### src/rtl/pusch_crc_pkg.sv
// Shared constants, state encoding and counter sizing for the PUSCH CRC attachment stage.
package pusch_crc_pkg;

    localparam int unsigned CRC_W = 16;

    typedef enum logic [2:0] {
        IDLE,
        CAPTURE,
        WAIT_CRC,
        SEND_DATA,
        SEND_CRC
    } crc_attach_state_e;

    // One extra bit so that the value MAX_BITS itself is representable.
    function automatic int unsigned cnt_width(input int unsigned max_bits);
        return $clog2(max_bits) + 1;
    endfunction

    function automatic int unsigned addr_width(input int unsigned max_bits);
        return (max_bits > 1) ? $clog2(max_bits) : 1;
    endfunction

endpackage

### src/rtl/tb_bit_buffer.sv
// 1-bit-wide simple dual-port payload RAM: synchronous write, registered read.
module tb_bit_buffer #(
    parameter int unsigned DEPTH = 1024,
    parameter int unsigned AW    = 10
) (
    input  logic          CLK,
    input  logic          wr_en,
    input  logic [AW-1:0] wr_addr,
    input  logic          wr_bit,
    input  logic          rd_en,
    input  logic [AW-1:0] rd_addr,
    output logic          rd_bit
);

    logic mem [DEPTH];

    always_ff @(posedge CLK) begin
        if (wr_en) begin
            mem[wr_addr] <= wr_bit;
        end
        if (rd_en) begin
            rd_bit <= mem[rd_addr];
        end
    end

endmodule

### src/rtl/crc_attach.sv
// Transport-block CRC attachment: buffers the payload bit stream, latches the parity
// word from the CRC generator, then emits payload + CRC as one valid/ready serial frame.
module crc_attach #(
    parameter int unsigned MAX_BITS = 1024,
    parameter int unsigned CRC_W    = pusch_crc_pkg::CRC_W
) (
    input  logic             CLK,
    input  logic             RST,
    input  logic             DATA,
    input  logic             ACTIVE,
    input  logic [CRC_W-1:0] CRC_IN,
    input  logic             CRC_VALID,
    input  logic             OUT_READY,
    output logic             OUT_BIT,
    output logic             OUT_VALID,
    output logic             OUT_LAST,
    output logic             BUSY,
    output logic             OVERFLOW
);

    import pusch_crc_pkg::*;

    localparam int unsigned CW = cnt_width(MAX_BITS);
    localparam int unsigned AW = addr_width(MAX_BITS);
    localparam int unsigned IW = $clog2(CRC_W);
    localparam logic [CW-1:0] MAX_CNT  = CW'(MAX_BITS);
    localparam logic [IW-1:0] IDX_LAST = IW'(CRC_W - 1);

    crc_attach_state_e state, state_nxt;

    logic [CW-1:0]    wr_cnt;
    logic [CW-1:0]    rd_cnt;
    logic [CW-1:0]    rd_nxt;
    logic [CRC_W-1:0] crc_lat;
    logic [IW-1:0]    idx;
    logic             ovf_q;

    logic          wr_en;
    logic [AW-1:0] wr_addr;
    logic          rd_en;
    logic [AW-1:0] rd_addr;
    logic          ram_bit;
    logic          wr_first;
    logic          wr_inc;
    logic          ovf_set;
    logic          ovf_clr;
    logic          crc_load;
    logic          rd_inc;
    logic          idx_clr;
    logic          idx_inc;

    assign rd_nxt = rd_cnt + CW'(1);

    tb_bit_buffer #(
        .DEPTH (MAX_BITS),
        .AW    (AW)
    ) u_buf (
        .CLK     (CLK),
        .wr_en   (wr_en),
        .wr_addr (wr_addr),
        .wr_bit  (DATA),
        .rd_en   (rd_en),
        .rd_addr (rd_addr),
        .rd_bit  (ram_bit)
    );

    always_ff @(posedge CLK or negedge RST) begin
        if (!RST) begin
            state <= IDLE;
        end else begin
            state <= state_nxt;
        end
    end

    always_comb begin
        state_nxt = state;
        wr_en     = 1'b0;
        wr_addr   = '0;
        rd_en     = 1'b0;
        rd_addr   = '0;
        wr_first  = 1'b0;
        wr_inc    = 1'b0;
        ovf_set   = 1'b0;
        ovf_clr   = 1'b0;
        crc_load  = 1'b0;
        rd_inc    = 1'b0;
        idx_clr   = 1'b0;
        idx_inc   = 1'b0;
        OUT_VALID = 1'b0;
        OUT_LAST  = 1'b0;
        OUT_BIT   = 1'b0;

        case (state)
            IDLE: begin
                if (ACTIVE) begin
                    wr_en     = 1'b1;
                    wr_first  = 1'b1;
                    ovf_clr   = 1'b1;
                    state_nxt = CAPTURE;
                end
            end
            CAPTURE: begin
                if (ACTIVE) begin
                    if (wr_cnt < MAX_CNT) begin
                        wr_en   = 1'b1;
                        wr_addr = wr_cnt[AW-1:0];
                        wr_inc  = 1'b1;
                    end else begin
                        ovf_set = 1'b1;
                    end
                end else begin
                    state_nxt = WAIT_CRC;
                end
            end
            WAIT_CRC: begin
                // Prefetch bit 0 so it is on the RAM output when OUT_VALID rises.
                if (CRC_VALID) begin
                    crc_load  = 1'b1;
                    rd_en     = 1'b1;
                    state_nxt = SEND_DATA;
                end
            end
            SEND_DATA: begin
                OUT_VALID = 1'b1;
                OUT_BIT   = ram_bit;
                if (OUT_READY) begin
                    if (rd_cnt == wr_cnt - CW'(1)) begin
                        idx_clr   = 1'b1;
                        state_nxt = SEND_CRC;
                    end else begin
                        rd_inc  = 1'b1;
                        rd_en   = 1'b1;
                        rd_addr = rd_nxt[AW-1:0];
                    end
                end
            end
            SEND_CRC: begin
                OUT_VALID = 1'b1;
                OUT_BIT   = crc_lat[idx];
                OUT_LAST  = (idx == IDX_LAST);
                if (OUT_READY) begin
                    if (idx == IDX_LAST) begin
                        state_nxt = IDLE;
                    end else begin
                        idx_inc = 1'b1;
                    end
                end
            end
            default: state_nxt = IDLE;
        endcase
    end

    always_ff @(posedge CLK or negedge RST) begin
        if (!RST) begin
            wr_cnt  <= '0;
            rd_cnt  <= '0;
            crc_lat <= '0;
            idx     <= '0;
            ovf_q   <= 1'b0;
        end else begin
            if (wr_first) begin
                wr_cnt <= CW'(1);
            end else if (wr_inc) begin
                wr_cnt <= wr_cnt + CW'(1);
            end

            if (ovf_clr) begin
                ovf_q <= 1'b0;
            end else if (ovf_set) begin
                ovf_q <= 1'b1;
            end

            if (crc_load) begin
                crc_lat <= CRC_IN;
                rd_cnt  <= '0;
            end else if (rd_inc) begin
                rd_cnt <= rd_nxt;
            end

            if (idx_clr) begin
                idx <= '0;
            end else if (idx_inc) begin
                idx <= idx + IW'(1);
            end
        end
    end

    assign BUSY     = (state != IDLE);
    assign OVERFLOW = ovf_q;

endmodule

### config.mk
export PLATFORM = sky130hd
export DESIGN_NAME = crc_attach
export DESIGN_NICKNAME = d
export VERILOG_FILES = /design/src/rtl/pusch_crc_pkg.sv /design/src/rtl/tb_bit_buffer.sv /design/src/rtl/crc_attach.sv
export SDC_FILE = /design/constraint.sdc
export NUM_CORES = 2
export LEC_CHECK = 0
export CELL_PAD_IN_SITES_DETAIL_PLACEMENT = 0
export CELL_PAD_IN_SITES_GLOBAL_PLACEMENT = 1
export CORE_MARGIN = 2
export CORE_UTILIZATION = 30
export DETAILED_ROUTE_END_ITERATION = 6
export GPL_TIMING_DRIVEN = 0
export PLACE_DENSITY = 0.56
export SKIP_CTS_REPAIR_TIMING = 1
export SYNTH_ARGS = -nofsm -noshare
export SYNTH_HDL_FRONTEND = slang
export SYNTH_SLANG_ARGS = --single-unit
### constraint.sdc
create_clock -name CLK -period 3.92 [get_ports CLK]
set_clock_uncertainty 0.05 [all_clocks]
set_input_delay 0.98 -clock CLK [delete_from_list [all_inputs] [get_ports CLK]]
set_output_delay 0.98 -clock CLK [all_outputs]
set_load 0.02 [all_outputs]
==> flow_metrics.py <==
metrics = {
    "route": {
        "via_count": 40600,
        "final_antenna_net_count": 0,
        "drt-initial-drc-count": 7660,
        "drcViolationCount": 0,
        "drt-pass1-iter-count": 7,
        "routedWlPerCell_um": 41.1,
        "via_per_inst": 6.07,
        "wirelength_um": 275000,
    },
    "placement": {
        "dpl.hpwl_um": 178000,
        "port_buffers": 26,
        "place_inst": 6398,
        "routabilityCongestion": 1.04,
        "place_area_mm2": 0.0522,
    },
    "setup_path": {
        "worst-r2r-setup-slack_ns": -1.47,
        "cp-start-kind": "flip-flop",
        "worstSetupStartpoint": "rd_cnt[1]$_DFFE_PN0N_",
        "cp_max_fo": 10,
        "timing.rr.start": "rd_cnt[1]$_DFFE_PN0N_",
        "timing.rr.end": "u_buf.rd_bit$_DFFE_PP_",
        "r2r_cells": 11,
        "cp-end-kind": "flip-flop",
        "cp.arrival_ns": 5.86,
        "crit_end": "u_buf.rd_bit$_DFFE_PP_",
        "critPathKind": "flip-flop to flip-flop",
        "crit_required_ns": 4.39,
    },
    "global_routing": {
        "grt_pass1_vias": 37200,
        "grt.total_usage_pct": 32.6,
        "grt_remaining_overflow": 0,
        "grt_pass1_wl_um": 353000,
        "grt_start_max_net_pins": 181,
        "antenna_found_initial": 33,
    },
    "timing": {
        "worst_pin_slew_ns": 1.74,
        "fin_crit_ns": 5.39,
        "max_freq_mhz": 186,
        "rsz0062_at_grt": "true",
        "finalSetupViolations": 24,
        "setup_slack_ns": -1.47,
        "fin_crit_sh_pct": 137,
        "timing.hold.ws_ns": 0.103,
        "hold_viol": 0,
        "slew-limit-headroom_pct": -16.6,
        "slew_viol_final": 41,
    },
    "hold_path": {
        "hp-class": "primary input to async pin",
    },
    "flow_run": {
        "cap_violations": 4,
    },
    "yosys": {
        "synth.avg_cell_area_um2": 11.6,
        "syn_nets": 4211,
        "synth_area_mm2": 0.0485,
        "seq_area_frac_synth_pct": 65.8,
        "synth_ff_type": "edfxtp_1",
        "ys_ff_latch": 1071,
        "ys_warn_count": 0,
        "synth-edff-count": 1025,
        "async_flop_share_pct": 4.30,
        "syn_inst": 4185,
        "ys_types": 84,
    },
    "power": {
        "power_mw": 41.5,
        "vdd_drop_max_v": 0.000410,
        "leakagePower_nw": 17.6,
        "power_density_mw_per_mm2": 714,
    },
    "finish": {
        "drive_above_1_share_pct": 15.2,
        "postLayoutCellArea_mm2": 0.0581,
        "final_common_cell": "nor2_1",
        "fill_cells": 16000,
        "syn2layout_area_growth_pct": 19.7,
        "final_cell_mix": "nor2_1, edfxtp_1, nand2_1",
        "nets": 4440,
        "final_cells": 6688,
        "final_core_util_pct": 36.2,
    },
    "floorplanning": {
        "start_util_pct": 30.2,
        "row_count": 147,
        "core_region_area_mm2": 0.161,
        "dieArea_mm2": 0.165,
        "ios": 27,
        "die_h_um": 406,
        "fp.dieW_um": 406,
    },
    "cts": {
        "cts_buffers": 120,
        "htree_num_levels": 3,
        "numClockSinks": 1071,
        "insertion_delay_ns": 0.80,
        "clockBufferDepth": 3,
        "cts_tree": "done",
        "cts_root_buf": "clkbuf_16",
        "cts.reportedPaths.clkPinSlew_ns": 0.06,
    },
    "status": {
        "outcome": "finished, violations left",
        "violations": "max-capacitance violations, max-slew violations, negative setup slack",
    },
}
## flip-flops by register name, summed over array words and instances, names as in the netlist
register	count
wr_cnt	11
OVERFLOW	1
u_buf.mem	1024
u_buf.rd_bit	1
state	3
idx	4
rd_cnt	11
crc_lat	16
## worst min-delay path by stage
| stage | slack [ns] | to |
|---|---|---|
| detailed placement | 0.44 | crc_lat[6]$_DFFE_PN0P_ |
| CTS | 0.09 | crc_lat[9]$_DFFE_PN0P_ |
| global route | 0.14 | state[0]$_DFFE_PN0P_ |
| finish | 0.10 | idx[3]$_DFFE_PN0P_ |
| floorplan | 0.43 | crc_lat[10]$_DFFE_PN0P_ |
| global placement | 0.44 | crc_lat[11]$_DFFE_PN0P_ |
## power breakdown
part | switching (mW) | internal, mW | leakage (nW)
logic | 12.9 | 4.20 | 5.95
registers | 0.127 | 12.7 | 9.80
clock network | 5.16 | 6.39 | 1.89
total | 18.2 | 23.3 | 17.6
## synthesized netlist by cell type (48+ instances only)
cell type  instances  area share [%]
o21ai_0          110             1.1
o311a_1           61             1.3
o221ai_1          48            0.87
nor2_1          1162             9.0
mux2_2            77             1.8
clkbuf_1         287             2.2
edfxtp_1        1025              63
nand3_1          120             1.2
nand2_1          277             2.1
a21oi_1          111             1.1
buf_1             66            0.51
buf_2             49            0.51
o22ai_1           93             1.2
mux2i_1          110             2.3
nor3_1            52            0.54
## routing by layer
layer | share of wire [%] | routed length (um) | GRT usage [%] | vias up
met3 | 14 | 37300 | 10.8 | 766
met4 | 7.9 | 21800 | 22.6 | 20
met1 | 37 | 102000 | 42.0 | 20800
li1 | - | - | - | 15800
met5 | 0.10 | 275 | 0 | -
met2 | 41 | 113000 | 46.1 | 3275
## per-stage QoR
step / worst slack [ns] / setup TNS [ns]
2_1_floorplan: 0.000184 / 0
3_3_place_gp: -26.08 / -
3_5_place_dp: -3.50 / -641.35
4_1_cts: -3.53 / -41.52
5_1_grt: -1.17 / -1.55
6_report: -1.47 / -1.88
## area by class of cell
cell class / instances / area (um^2) / share of cell area, %
Antenna cell: 13 / 32.5 / 0.0560
Tap cell: 2160 / 2700 / 4.65
Timing Repair Buffer: 110 / 1390 / 2.39
Buffer: 408 / 2430 / 4.18
Multi-Input combinational cell: 2687 / 15700 / 27.0
Inverter: 16 / 72.6 / 0.125
Clock buffer: 159 / 3230 / 5.56
Sequential cell: 1071 / 31900 / 55.0
Clock inverter: 64 / 626 / 1.08
## cell families (layout without fill, tap and decap cells)
family	after synthesis	after routing	share of synthesized area, %
compound gates	700	701	10.3
xor+xnor	35	35	0.632
fa+ha+maj	4	4	0.103
buf+inv	428	757	3.56
flops	1071	1071	65.8
mux	203	203	4.80
other cells	0	13	0
simple gates	1744	1744	14.8
## critical path, stage by stage (launching register included)
cell	delay [ns]
dfrtp_1	0.51
ha_2	0.46
clkbuf_1	0.97
clkbuf_1	1.11
a211oi_1	0.10
o32ai_1	0.41
a31oi_1	0.19
a32oi_2	0.22
nand4_1	0.37
o211ai_1	0.28
o211ai_1	0.15
o211a_1	0.23
No activity file was read; power rests on OpenSTA's default activity.
